[config.mk]
export PLATFORM = sky130hd
export DESIGN_NAME = random_generator_bank
export DESIGN_NICKNAME = d
export VERILOG_FILES = /design/src/rtl/random_generator_bank.sv
export SDC_FILE = /design/constraint.sdc
export NUM_CORES = 1
export LEC_CHECK = 0
export ABC_AREA = 1
export CAP_MARGIN = 0
export CORE_MARGIN = 2
export CORE_UTILIZATION = 30
export CTS_CLUSTER_DIAMETER = 50
export DETAILED_ROUTE_END_ITERATION = 6
export GPL_ROUTABILITY_DRIVEN = 0
export PLACE_DENSITY = 0.58
export SYNTH_ARGS = -nofsm -noshare
export SYNTH_HDL_FRONTEND = slang
export SYNTH_SLANG_ARGS = --single-unit
[constraint.sdc]
create_clock -name clk -period 1.3 [get_ports clk]
set_input_delay 0.13 -clock clk [delete_from_list [all_inputs] [get_ports clk]]
set_output_delay 0.13 -clock clk [all_outputs]
set_load 0.05 [all_outputs]
[src/rtl/random_generator_bank.sv]
// -----------------------------------------------------------------------------
// random_generator_bank
//
// Multi-channel Fibonacci LFSR random source. Each of NUM_CH channels holds
// its own state and stored seed. A channel can be reseeded at run time. After
// reset or any reseed it runs WARMUP discarded steps, then steps on enable.
// It pulses once each time the sequence returns to its stored seed.
// One channel feeds one stochastic sampling lane of the RBM units.
//
// Parameters
//   WIDTH        bits per channel (>= 3)
//   NUM_CH       number of independent channels (>= 1)
//   TAPS         feedback tap mask; bit i set = state[i] enters the XOR
//   DEFAULT_SEED reset seed base; channel c resets to DEFAULT_SEED + c
//   WARMUP       discarded steps after reset / reseed (0..255)
//   CH_W         width of seed_ch (derived)
//
// Ports
//   clk          rising-edge clock
//   reset        synchronous, active-low reset for every channel
//   enable       advance every channel that has finished warm-up
//   seed_valid   load seed_data into channel seed_ch this cycle
//   seed_ch      target channel of the load; values >= NUM_CH are ignored
//   seed_data    new seed
//   data_out     channel c state at [c*WIDTH +: WIDTH] (registered)
//   data_valid   channel c has finished warm-up (registered)
//   period_pulse one-cycle pulse when channel c returns to its stored seed
// -----------------------------------------------------------------------------
module random_generator_bank #(
  parameter int unsigned       WIDTH        = 8,
  parameter int unsigned       NUM_CH       = 4,
  parameter logic [WIDTH-1:0]  TAPS         = 8'hB8,
  parameter logic [WIDTH-1:0]  DEFAULT_SEED = 8'h01,
  parameter int unsigned       WARMUP       = 4,
  parameter int unsigned       CH_W         = (NUM_CH > 1) ? $clog2(NUM_CH) : 1
) (
  input  logic                    clk,
  input  logic                    reset,
  input  logic                    enable,
  input  logic                    seed_valid,
  input  logic [CH_W-1:0]         seed_ch,
  input  logic [WIDTH-1:0]        seed_data,
  output logic [NUM_CH*WIDTH-1:0] data_out,
  output logic [NUM_CH-1:0]       data_valid,
  output logic [NUM_CH-1:0]       period_pulse
);

  // Operating mode of one channel. The mode is decoded from the warm-up
  // counter rather than stored separately, so the two can never disagree.
  typedef enum logic {
    CH_WARM = 1'b0,  // counter > 0: steps every cycle, output not yet valid
    CH_RUN  = 1'b1   // counter == 0: steps only on enable
  } ch_mode_e;

  localparam logic [7:0] WARM_INIT = 8'(WARMUP);

  // One Fibonacci step. The (s == 0) term maps the all-zero state to 1, so a
  // zero seed cannot lock the register up.
  function automatic logic [WIDTH-1:0] lfsr_next(input logic [WIDTH-1:0] s);
    logic fb;
    fb = (^(s & TAPS)) ^ (s == '0);
    return {s[WIDTH-2:0], fb};
  endfunction

  for (genvar c = 0; c < NUM_CH; c++) begin : g_ch

    // Reset seed wraps modulo 2^WIDTH.
    localparam logic [WIDTH-1:0] RST_SEED = DEFAULT_SEED + WIDTH'(c);

    logic [WIDTH-1:0] state_q, state_d;
    logic [WIDTH-1:0] seed_q,  seed_d;
    logic [7:0]       cnt_q,   cnt_d;
    logic             valid_q, valid_d;
    logic             pulse_q, pulse_d;

    logic [WIDTH-1:0] state_nxt;
    logic             load;
    ch_mode_e         mode;

    assign state_nxt = lfsr_next(state_q);

    // An out-of-range seed_ch matches no channel and is silently dropped.
    assign load = seed_valid && (seed_ch == CH_W'(c));
    assign mode = (cnt_q != 8'd0) ? CH_WARM : CH_RUN;

    // -------------------------------------------------------------------------
    // Next-state logic
    // -------------------------------------------------------------------------
    always_comb begin
      logic step;
      // NOTE: every signal written here gets a default first; a path that
      // leaves one unassigned would infer a latch.
      state_d = state_q;
      seed_d  = seed_q;
      cnt_d   = cnt_q;
      valid_d = valid_q;
      pulse_d = 1'b0;
      step    = 1'b0;

      if (load) begin
        // A load wins over any step of this channel and restarts warm-up.
        state_d = seed_data;
        seed_d  = seed_data;
        cnt_d   = WARM_INIT;
        valid_d = (WARM_INIT == 8'd0);
      end else begin
        unique case (mode)
          CH_WARM: begin
            step    = 1'b1;
            cnt_d   = cnt_q - 8'd1;
            // Valid rises on the same edge the counter reaches zero.
            valid_d = (cnt_q == 8'd1);
          end
          CH_RUN: begin
            step    = enable;
            valid_d = 1'b1;
          end
          default: ;
        endcase

        if (step) begin
          state_d = state_nxt;
          // Pulse is registered, so it is high in the cycle where data_out
          // shows the stored seed again.
          pulse_d = (state_nxt == seed_q);
        end
      end
    end

    // -------------------------------------------------------------------------
    // State registers
    // -------------------------------------------------------------------------
    // NOTE: sequential state uses non-blocking assignments so every register
    // samples the pre-edge values regardless of statement order.
    // NOTE: every register, including the stored seed, is reset; a reset
    // must restart each channel from a known seed with a fresh warm-up.
    always_ff @(posedge clk) begin
      if (!reset) begin
        state_q <= RST_SEED;
        seed_q  <= RST_SEED;
        cnt_q   <= WARM_INIT;
        valid_q <= 1'b0;
        pulse_q <= 1'b0;
      end else begin
        state_q <= state_d;
        seed_q  <= seed_d;
        cnt_q   <= cnt_d;
        valid_q <= valid_d;
        pulse_q <= pulse_d;
      end
    end

    assign data_out[c*WIDTH +: WIDTH] = state_q;
    assign data_valid[c]              = valid_q;
    assign period_pulse[c]            = pulse_q;

  end : g_ch

endmodule : random_generator_bank
==> flow_metrics.py <==
metrics = {
    "status": {
        "status": "finished with violations",
        "violations": "negative setup slack",
    },
    "critical_path": {
        "worstPathCellList": "inv_2, ha_4, nand2_2, nor2_4, nand2_4, buf_6, nor2_4, nand2_1, a21oi_2",
        "critPathMostFrequentCell": "nor2_4",
        "crit_type": "register to register",
        "timing.rr.start": "g_ch[1].cnt_q[1]",
        "cp-start-kind": "register",
        "cp_data_required_time_ps": 1590,
        "slowest_delay_ps": 320,
        "rrSetupSlack_ps": -40,
        "r2r-end": "g_ch[1].state_q[2]",
        "ff2ff_path_depth": 9,
        "crit_arrival_ps": 1630,
        "cp_max_fo": 5,
        "cp_slowest_cell": "dfxtp_2",
        "crit_path_end_kind": "register",
    },
    "synth": {
        "synth_mux_area_share_pct": 0,
        "synth_top_family_by_area": "simple AND/OR/NAND/NOR gates",
        "ys.warnings.count": 0,
        "syn_area_per_cell_um2": 6.985,
        "synth_xor_area_share_pct": 6.384,
        "syn_area_um2": 5350,
        "synthCells": 766,
        "synth_edf_count": 0,
        "yosys.area.top_type": "dfxtp_1",
        "synthArstFlopShare_pct": 0,
        "yosysMostFrequentCell": "nand2_1",
        "synth_common_cells": "nand2_1, inv_1, dfxtp_1, nor2_1, a21oi_1",
        "synthDistinctLibCells": 30,
        "seq_area_frac_synth_pct": 38.91,
        "ys_ff_latch": 104,
        "synth_compound_area_share_pct": 11.44,
        "synthTopCellsByArea": "dfxtp_1, nand2_1, inv_1",
        "syn_nets": 796,
        "synth.top_cell.area_share_pct": 38.91,
        "synth-main-ff-cell": "dfxtp_1",
        "synth-adder-area-share_pct": 3.742,
        "synth-simple-area-share_pct": 29.56,
    },
    "final_layout": {
        "diodes": 0,
        "drive_above_1_share_pct": 39.46,
        "fillCellCount": 1642,
        "design_area_um2": 8562,
        "nets": 983,
        "final_cell_count_no_fill": 1183,
        "area.growth.synth_to_final_pct": 60.03,
        "fin_util_pct": 49.33,
    },
    "sta": {
        "slew_headroom_pct": 75.01,
        "period_minus_slack_ps": 1340,
        "fmax_ghz": 0.7465,
        "finalSetupTns_ps": -178.8,
        "slew_violations": 0,
        "hold_slack_ps": 341.9,
        "hold_viol_final": 0,
        "setup_viol": 10,
        "fin_ws_ps": -39.67,
        "min_period_over_period_pct": 103.1,
        "grt_setup_unrepaired": "true",
        "worst_slew_pin_slew_ps": 373.7,
        "finClkSkew_ps": 5.653,
    },
    "placed_design": {
        "place_ws_ps": -375.5,
        "dp_cells": 1154,
        "numPortBuffers": 53,
        "post-dp-hpwl_mm": 11.22,
        "dpl-instance-area_um2": 7581,
    },
    "power_and_ir_drop": {
        "seq_power_share_pct": 29.1,
        "peakVddDrop_mv": 1.013,
        "swShare_pct": 37.70,
        "power_frac_clock_pct": 20.4,
        "fin_total_pwr_mw": 14.88,
        "power.internal_mw": 9.268,
        "leakagePower_nw": 3.853,
        "power_density_nw_per_um2": 1738,
        "p_switching_mw": 5.609,
        "power_frac_comb_pct": 50.6,
    },
    "detailed_routing": {
        "highest_layer": "met4",
        "post_drt_wl_per_cell_um": 12.66,
        "route.met2.wl_mm": 7.308,
        "via_count": 5343,
        "drtAntennaViolNets": 0,
        "viasPerCell": 4.516,
        "met3WireLength_um": 585,
        "remaining_drc_errors": 0,
        "drt_iter0_markers": 269,
        "routed_wl_mm": 14.98,
        "dr.pass1.iters": 5,
        "wl_met1_mm": 6.938,
    },
    "clocking": {
        "cts_buffer_depth": 2,
        "cts_max_level": 3,
        "path_clk_slew_ps": 70,
        "cts_sinks": 104,
        "numCtsBuffers": 9,
        "insertion_delay_ps": 350,
        "cts_tree": "done",
        "root_buffer": "clkbuf_16",
    },
    "hold_path": {
        "hp-class": "primary input to register",
        "worstHoldPathCells": 5,
        "hold_end": "g_ch[0].seed_q[0]",
        "hold_path_startpoint": "seed_ch[0]",
    },
    "global_route": {
        "overflow": 0,
        "grt_use_total_pct": 16.22,
        "antenna_found_initial": 0,
        "grt_pass1_vias": 5086,
        "grt_max_degree": 21,
        "grt_pass1_wl_mm": 23.98,
    },
    "floorplanning": {
        "die_x_um": 137.5,
        "ios": 54,
        "core_region_area_um2": 17360,
        "dieHeight_um": 137.5,
        "start_util_pct": 30.82,
        "rows": 48,
        "die_area_um2": 18920,
    },
    "run": {
        "drv_cap": 0,
    },
}
repair_timing:
| item | CTS | global route |
|---|---|---|
| hold endpoints to repair | 0 | 0 |
| gates cloned | 1 | 1 |
| pin swaps | 42 | 67 |
| endpoints found under the setup margin | 43 | 61 |
| gates resized for setup | 49 | 133 |
| hold buffers | 0 | 0 |
| setup buffers | 2 | 9 |
flip-flops by register name, summed over array words and instances (netlist names):
signal / count
g_ch.valid_q: 4
g_ch.state_q: 32
g_ch.seed_q: 32
g_ch.cnt_q: 32
g_ch.pulse_q: 4
worst max-delay path: cells and delay by family (launching register included):
kind	cells	cell delay [ps]
AND/OR/NAND/NOR	5	510
flip-flops	1	320
buffers and inverters	2	200
adder cells (fa/ha/maj)	1	130
AO/OA/AOI/OAI	1	110
cell families (layout without fill, tap and decap cells):
group | Yosys count | in the layout
xor+xnor | 39 | 39
compound gates | 113 | 113
simple gates | 365 | 366
fa+ha+maj | 16 | 16
flops | 104 | 104
buf+inv | 129 | 320
placed cells by master (no fill, tap or decap), drive strengths merged, types with 11 or more instances in the layout:
cell    count
ha         16
nand2     197
buf       181
dfxtp     104
nor2      104
xor2       19
nand3      47
clkbuf     11
xnor2      20
o21ai      41
a21oi      55
inv       107
cell type report:
type / count / area (um2) / area share [%]
multi-input cells: 534 / 3272 / 38.21
well taps: 225 / 281.5 / 3.288
inverters: 109 / 447.9 / 5.232
repair buffers: 194 / 2096 / 24.48
clock inverters: 5 / 77.57 / 0.9060
clock buffers: 11 / 254.0 / 2.967
flip-flops and latches: 104 / 2128 / 24.86
repair inverters: 1 / 5.005 / 0.05845
worst max path at each step:
stage | startpoint | to | depth (start not counted)
6_report | g_ch[1].cnt_q[1] | g_ch[1].state_q[2] | 9
3_5_place_dp | seed_valid | g_ch[3].pulse_q | 9
5_1_grt | g_ch[1].cnt_q[1] | g_ch[1].state_q[3] | 9
2_1_floorplan | g_ch[2].state_q[4] | g_ch[2].pulse_q | 11
4_1_cts | g_ch[1].cnt_q[1] | g_ch[1].state_q[6] | 9
3_3_place_gp | seed_valid | g_ch[3].pulse_q | 9
power by group through the flow:
| stage | combinational (mW) | clock [mW] | sequential, mW |
|---|---|---|---|
| after floorplan | 3.05 | 0 | 4.86 |
| after global placement | 6.42 | 0 | 4.30 |
| after detailed placement | 6.48 | 0 | 4.32 |
| after CTS | 6.82 | 3.11 | 4.29 |
| after global routing | 8.22 | 3.22 | 4.40 |
| final | 7.52 | 3.03 | 4.33 |
routing by layer:
| layer | vias up | GRT usage [%] |
|---|---|---|
| met5 | - | 0 |
| met4 | 0 | 4.124 |
| met3 | 11 | 3.569 |
| met2 | 89 | 27.64 |
| met1 | 2453 | 20.75 |
| li1 | 2790 | - |
Note: power is estimated with default switching activity, not from simulation.
==> edit: new RTL, same settings <==
Change the parameter `NUM_CH` from 4 to 8.
--- a/src/rtl/random_generator_bank.sv
+++ b/src/rtl/random_generator_bank.sv
@@ -28,7 +28,7 @@
 // -----------------------------------------------------------------------------
 module random_generator_bank #(
   parameter int unsigned       WIDTH        = 8,
-  parameter int unsigned       NUM_CH       = 4,
+  parameter int unsigned       NUM_CH       = 8,
   parameter logic [WIDTH-1:0]  TAPS         = 8'hB8,
   parameter logic [WIDTH-1:0]  DEFAULT_SEED = 8'h01,
   parameter int unsigned       WARMUP       = 4,
Interface: changed (resized data_out, data_valid, period_pulse and seed_ch); port bits go from 54 to 95. The function was not compared with the original's and may differ.
==> edit against the unedited design <==
  * The flow still finishes with violations (negative setup slack)
  * Total power grew 140%
  * Cell area increased by 100%
  * Global-route usage is 1.5 points higher
  * Critical path depth grew 3
  * Area after synthesis is 97% higher
  * First-iteration DRC count rose by 110%
  * Sequential share of layout area increased by 0.089 points
  * Worst setup slack lost 52 ps
  * Worst hold slack got worse by 130 ps
  * Cell count is 100% higher
  * Highest routed layer unchanged
  * Clock skew rose by 5.1 ps
  * Sequential cell count rose by 104
  * Critical path type unchanged
  * Wire length up 120%
==> edit: results (changes against the unedited design) <==
status:
  status: "finished, violations left"
  violations: "negative setup slack"
synth:
  synth-adder-area-share: 0.0368  # -0.000658
  synth_edf_count: 0  # unchanged
  synth-compound-area-share: 0.118  # +0.00375
  yosys-top-cells-area: "dfxtp_1 (39%), nand2_1 (12%), nor2_1 (7.3%)"
  netlist_top_cells_count: "nand2_1 (341), dfxtp_1 (208), nor2_1 (205)"
  syn-num-nets: 1551  # +95%
  netlist-cell-type-count: 38  # +27%
  syn-mean-instance-area_sq_um: 7.01  # +0.38%
  synth_xor_area_frac: 0.0598  # -0.00408
  async_reset_ff_frac: 0  # unchanged
  ys_seq_area_frac: 0.395  # +0.00549
worst_hold_path:
  hold_end: "g_ch[5].seed_q[1]$_SDFFE_PN1P_"
  whs_path_depth: 4  # -1
  hp-class: "in2reg"
  hp-start: "seed_ch[2]"
detailed_routing:
  drt_iter0_markers: 573  # +110%
  drc: 0  # unchanged
  wire_per_inst_microns: 14.2  # +12%
  vias: 11112  # +110%
worst_setup_path:
  r2r-start: "g_ch[7].state_q[4]$_SDFFE_PN0P_"
  worstRegToRegCells: 12  # +3
  arrival_ps: 1830  # +200 ps
  cpMaxStageDelayCell: "dfxtp_4"
  crit_path_max_fanout: 2  # -3
  worst_path_largest_cell_delay_ps: 350  # +30 ps
  crit_family: "simple AND/OR/NAND/NOR gates"
  worstReg2RegEnd: "g_ch[7].state_q[0]$_SDFFE_PN0P_"
power_and_ir_drop:
  vdd_drop_max_mv: 1.36  # +34%
  p_leak_nw: 7.80  # +100%
cells_and_area:
  nets: 1935  # +97%
  n_fill_cell: 3181  # +94%
  layout-drive-gt1-share: 0.429  # +0.0346
  biggestRegsByFlops: "g_ch.cnt_q x64, g_ch.seed_q x64, g_ch.state_q x64"
  fin_cells: 2369  # +100%
placed_design:
  place_area_sq_mm: 0.0148  # +95%
  dp_slack_ps: -553  # -177 ps
  portBuffers: 94  # +77%
  dp_hpwl_mm: 23.7  # +110%
  placed_cells: 2253  # +95%
clock_network:
  cts-htree-levels: 1  # -2
  clkLatencyLatePin_ps: 550  # +200 ps
  numCtsBuffers: 30  # +21
  clock_path_buffers: 3  # +1
sta:
  slew_headroom: 0.708  # -0.0420
  setup_ws_ps: -91.6  # -52.0 ps
  hold_ws_ps: 212  # -130 ps
  clock_skew_ps: 10.8  # +5.11 ps
  fin_tns_setup_ps: -1490  # -1310 ps
  finalSetupViolations: 41  # +31
grt:
  grt_antenna_before_repair: 1  # +1
  grt_pass1_wl_mm: 52.8  # +120%
  grt_usage: 0.177  # +0.0151
  grt_max_degree: 35  # +67%
edit: how the worst max path moves through the flow:
stage | endpoint | slack (ps) | cells after the start | from
after global routing | g_ch[7].state_q[0]$_SDFFE_PN0P_ | -180 | 12 | g_ch[7].state_q[5]$_SDFFE_PN0P_
after floorplan | g_ch[4].pulse_q$_SDFF_PP0_ | -120 | 10 | g_ch[4].state_q[4]$_SDFFE_PN0P_
final | g_ch[7].state_q[0]$_SDFFE_PN0P_ | -90 | 12 | g_ch[7].state_q[4]$_SDFFE_PN0P_
after detailed placement | g_ch[3].valid_q$_SDFF_PP0_ | -550 | 8 | seed_ch[2]
after CTS | g_ch[7].state_q[0]$_SDFFE_PN0P_ | -90 | 12 | g_ch[7].state_q[4]$_SDFFE_PN0P_
after global placement | g_ch[3].valid_q$_SDFF_PP0_ | -590 | 8 | seed_ch[2]
edit: power breakdown:
group / leakage (nW) / internal (mW) / switching (mW)
combinational: 5.53 / 8.37 / 9.03
sequential: 1.74 / 7.87 / 1.27
clock: 0.527 / 5.50 / 3.13
total: 7.80 / 21.7 / 13.4
edit: timing repair:
item,in CTS,in global routing
buffers inserted,51,29
setup endpoints to repair,143,157
gates resized for setup,175,227
pin swaps,55,122
gates cloned,2,0
edit: final cells by class:
type	count	area, sq um	share of cell area
Multi-Input combinational cell	1044	6360	0.364
Inverter	215	852	0.0488
Tap cell	455	569	0.0326
Clock inverter	13	168	0.00960
Timing Repair Buffer	390	4240	0.243
Sequential cell	208	4360	0.249
Antenna cell	1	2.50	0.000143
Clock buffer	43	913	0.0523
edit: per-layer routing:
layer | GRT usage | share of wire
met5 | 0 | 0
met4 | 0.0562 | 0.035
met3 | 0.0268 | 0.046
met2 | 0.305 | 0.48
met1 | 0.227 | 0.44
